$ cat src/rtl/post_switch.sv
// post_switch: GMII rx filter, all frames (select=0) or ARP only (select=1), DELAY+1 latency; in clk rst select up_data up_dv up_er, out down_data down_dv down_er
module post_switch #(
  parameter int DELAY = 22,
  parameter logic [15:0] ARP_TYPE = 16'h0806
) (
  input  logic       clk,
  input  logic       rst,
  input  logic       select,
  input  logic [7:0] up_data,
  input  logic       up_dv,
  input  logic       up_er,
  output logic [7:0] down_data,
  output logic       down_dv,
  output logic       down_er
);
  logic [9:0] dl [DELAY];
  logic [9:0] tail;
  logic prev_dv, mode, prev_od, cur_keep, push, push_keep, pop, keep, osof;
  logic [4:0] idx, cur_idx;
  logic [7:0] type_hi;
  logic [1:0] q, q_n, cnt, cnt_pop, cnt_n;
  assign tail = dl[DELAY-1];
  assign cur_idx = (up_dv && !prev_dv) ? 5'd0 : idx;
  assign push = (up_dv && cur_idx == 5'd21) || (prev_dv && !up_dv && idx < 5'd22);
  assign push_keep = !mode || (up_dv && {type_hi, up_data} == ARP_TYPE);
  assign osof = tail[1] && !prev_od;
  assign pop = osof && cnt != 2'd0;
  assign keep = osof ? pop && q[0] : cur_keep;
  always_comb begin
    q_n = pop ? {1'b0, q[1]} : q;
    cnt_pop = cnt - {1'b0, pop};
    cnt_n = cnt_pop;
    if (push && cnt_pop != 2'd2) begin
      q_n[cnt_pop[0]] = push_keep;
      cnt_n = cnt_pop + 2'd1;
    end
  end
  always_ff @(posedge clk) begin
    if (rst) begin
      for (int i = 0; i < DELAY; i++) dl[i] <= '0;
      prev_dv <= 1'b0;
      mode <= 1'b0;
      idx <= '0;
      type_hi <= '0;
      q <= '0;
      cnt <= '0;
      prev_od <= 1'b0;
      cur_keep <= 1'b0;
      {down_data, down_dv, down_er} <= '0;
    end else begin
      dl[0] <= {up_data, up_dv, up_er};
      for (int i = 1; i < DELAY; i++) dl[i] <= dl[i-1];
      prev_dv <= up_dv;
      if (up_dv && !prev_dv) mode <= select;
      if (up_dv) idx <= cur_idx == 5'd31 ? cur_idx : cur_idx + 5'd1;
      if (up_dv && cur_idx == 5'd20) type_hi <= up_data;
      q <= q_n;
      cnt <= cnt_n;
      prev_od <= tail[1];
      cur_keep <= keep;
      {down_data, down_dv, down_er} <= keep ? tail : '0;
    end
  end
endmodule

$ cat config.mk
export PLATFORM = sky130hd
export DESIGN_NAME = post_switch
export DESIGN_NICKNAME = d
export VERILOG_FILES = /design/src/rtl/post_switch.sv
export SDC_FILE = /design/constraint.sdc
export NUM_CORES = 1
export LEC_CHECK = 0
export BUFFER_PORTS_ARGS = -buffer_cell sky130_fd_sc_hd__buf_2
export CORE_ASPECT_RATIO = 1.5
export CORE_UTILIZATION = 30
export DETAILED_ROUTE_END_ITERATION = 16
export PLACE_DENSITY = 0.48
export SYNTH_ARGS = -nofsm -noshare
export SYNTH_HDL_FRONTEND = slang
export SYNTH_SLANG_ARGS = --single-unit
$ cat constraint.sdc
create_clock -name clk -period 4.3 [get_ports clk]
set_input_delay 0 -clock clk [delete_from_list [all_inputs] [get_ports clk]]
set_output_delay 0 -clock clk [all_outputs]
set_load 0.05 [all_outputs]
==> impl_metrics.ini <==
[sta]
hold_viol = 1
period_needed_ps = 2160
drv_slew = 0
tightest_slew_ps = 762
timing.hold.ws_ps = -19.0
setup_viol = 0
rsz0062_at_grt = no
fmax_mhz = 464
maxSlewHeadroom = 0.492
clock_skew_ps = 8.61
tns_ps = 0
fin_crit_sh = 0.501

[setup_path]
reg2reg_depth = 8
crit_path_frequent_cell = and3_1
crit_path_end_kind = register
cp-start-kind = register
cp_max_fo = 8
reg2reg_from = dl[0][1]$_SDFF_PP0_
critPathRequiredTime_ps = 4700
r2r_slack_ps = 2140
cp_cell_sequence = nand2b_1 -> and2_1 -> ha_1 -> and3_1 -> and3_1 -> a21boi_1 -> nor2_1 -> a211oi_1
r2r_end = idx[1]$_SDFFE_PP0P_
critPathArrivalTime_ps = 2560
worstSetupPathType = reg -> reg
cp_slowest_stage_delay_ps = 370
critPathSlowestCell = dfxtp_1

[job]
max_cap_violations = 0

[die]
ios = 23
die_width_um = 128
fp.coreArea_um2 = 23100
initial_core_util = 0.308
dieArea_um2 = 24400
rows = 68
die_h_um = 191

[yosys]
synth_area_um2 = 7130
syn_nets = 614
synth_cells = 596
ys.flop_type = dfxtp_1
synth_area_per_cell_um2 = 12.0
yosysWarnings = 0
ys_seq_area_frac = 0.702
synth_edf_count = 0
synthArstFlopShare = 0
synth_cell_types = 35
synth-seq-cells = 250

[placement]
placed_area_um2 = 7560
gp_congestion = 0.684
io_buffers = 22
post-dp-hpwl_um = 4970

[global_routing]
track_usage = 0.0797
grt_pass1_wl_um = 16100
grt_pass1_vias = 3641
antenna_found_initial = 0
grt_start_max_net_pins = 109
grt-ovfl-total = 0

[power]
power_density_nw_per_um2 = 542
p_leak_nw = 3.34
ir_worst_vdd_v = 0.000294

[route]
vias_per_cell = 3.93
final_antenna_net_count = 0
dr.pass1.iters = 3
num_vias = 3776
drt_iter0_drc = 140
routed_wl_um = 9190
drc = 0
wl_per_cell_um = 9.56

[run_status]
violations = hold timing
outcome = finished, violations left

[final_layout]
fin_nets = 647
synthToLayoutAreaGrowth_pct = 19.5
n_antenna_cell = 0
fillers = 2356
drive_gt1_frac = 0.108
seqCellArea_um2 = 5000
multi_input_area_um2 = 2000
final_area_um2 = 8530
final_common_cell = dfxtp_1
most-common-layout-cells = 250 x dfxtp_1, 222 x nor2b_1, 25 x clkbuf_16
final_core_util = 0.369

[clocking]
root_buffer = clkbuf_16
clk_pin_slew_worst_paths_ps = 60
tritoncts = built
cts_setup_buffers = 0
clk_path_buf_depth = 3
ctsHtreeMaxLevel = 1
cts_resized = 0
cts_buffers = 24
cts_sinks = 250
ctsHoldBuffers = 11
clk_latency_ps = 500

[worst_hold_path]
whs_endpoint = dl[0][211]$_SDFF_PP0_
worstHoldPathType = in -> reg
hold_depth = 2
min_from = rst
## layout make-up
type                    instances  area share
flip-flops and latches        250       0.587
multi-input cells             311       0.234
clock buffers                  37      0.0880
well taps                     315      0.0462
repair buffers                 36      0.0292
clock inverters                 7      0.0129
inverters                       6     0.00264
## layer usage
metal  global-route usage  share of wire  vias to the layer above
met5                    0              0                        -
met4               0.0376          0.021                        0
met3               0.0258          0.056                       13
met2                0.140           0.49                       51
met1               0.0861           0.43                     1800
li1                     -              -                     1912
## cell families (layout without fill, tap and decap cells)
| kind of cell | after synthesis | in the layout | share of synthesized area |
|---|---|---|---|
| adders and majority gates | 5 | 5 | 0.00877 |
| DFF | 250 | 250 | 0.702 |
| buffers and inverters | 35 | 86 | 0.0186 |
| AOI/OAI and AO/OA | 19 | 19 | 0.0195 |
| muxes | 10 | 10 | 0.0142 |
| xor gates and xnor gates | 1 | 1 | 0.00123 |
| and+or+nand+nor | 276 | 276 | 0.236 |
## registers in the layout, indices dropped and copies added, names as in the netlist
register,count
down_data,8
mode,1
prev_od,1
q,2
dl,220
idx,5
down_dv,1
cnt,2
type_hi,8
cur_keep,1
down_er,1
## report_power, final
part | internal (mW) | leakage (nW) | switching, mW
sequential | 2.33 | 2.02 | 0.00625
combinational | 0.0303 | 0.893 | 0.0519
clock | 1.38 | 0.428 | 0.820
total | 3.74 | 3.34 | 0.878
## metrics by stage
stage | cells | total power [mW] | worst slack (ps)
floorplan | 596 | 2.45 | 2360
global placement | 907 | 2.47 | 2300
detailed placement | 907 | 2.47 | 2150
CTS | 962 | 4.72 | 2150
global route | 962 | 4.82 | 2010
finish | 962 | 4.62 | 2140
## how the worst max path moves through the flow
stage                               end  slack, ps  cells after the start                 from
floorplan               q[1]$_SDFF_PP0_       2360                      7   prev_od$_SDFF_PP0_
global placement        q[1]$_SDFF_PP0_       2300                      7   prev_od$_SDFF_PP0_
detailed placement  idx[1]$_SDFFE_PP0P_       2150                      8  dl[0][1]$_SDFF_PP0_
CTS                 idx[1]$_SDFFE_PP0P_       2150                      8  dl[0][1]$_SDFF_PP0_
global route            q[1]$_SDFF_PP0_       2010                      7   prev_od$_SDFF_PP0_
finish              idx[1]$_SDFFE_PP0P_       2140                      8  dl[0][1]$_SDFF_PP0_
## synth_stat cells (4+ instances only)
cell type	number	area [um2]
dfxtp_1	250	5000
and2_1	10	62.6
nor2b_1	222	1390
nor2_1	20	75.1
nand2_1	5	18.8
ha_1	5	62.6
a21oi_1	5	25.0
clkbuf_1	26	97.6
mux2i_1	9	90.1
and3_1	4	25.0
inv_1	5	18.8
## worst max-delay path, delay by kind of cell, from the launching register on
| kind | cells | cell delay [ps] |
|---|---|---|
| AOI/OAI and AO/OA | 2 | 490 |
| adders and majority gates | 1 | 230 |
| DFF | 1 | 370 |
| and+or+nand+nor | 5 | 970 |
Power figures use the tool's default switching activity.
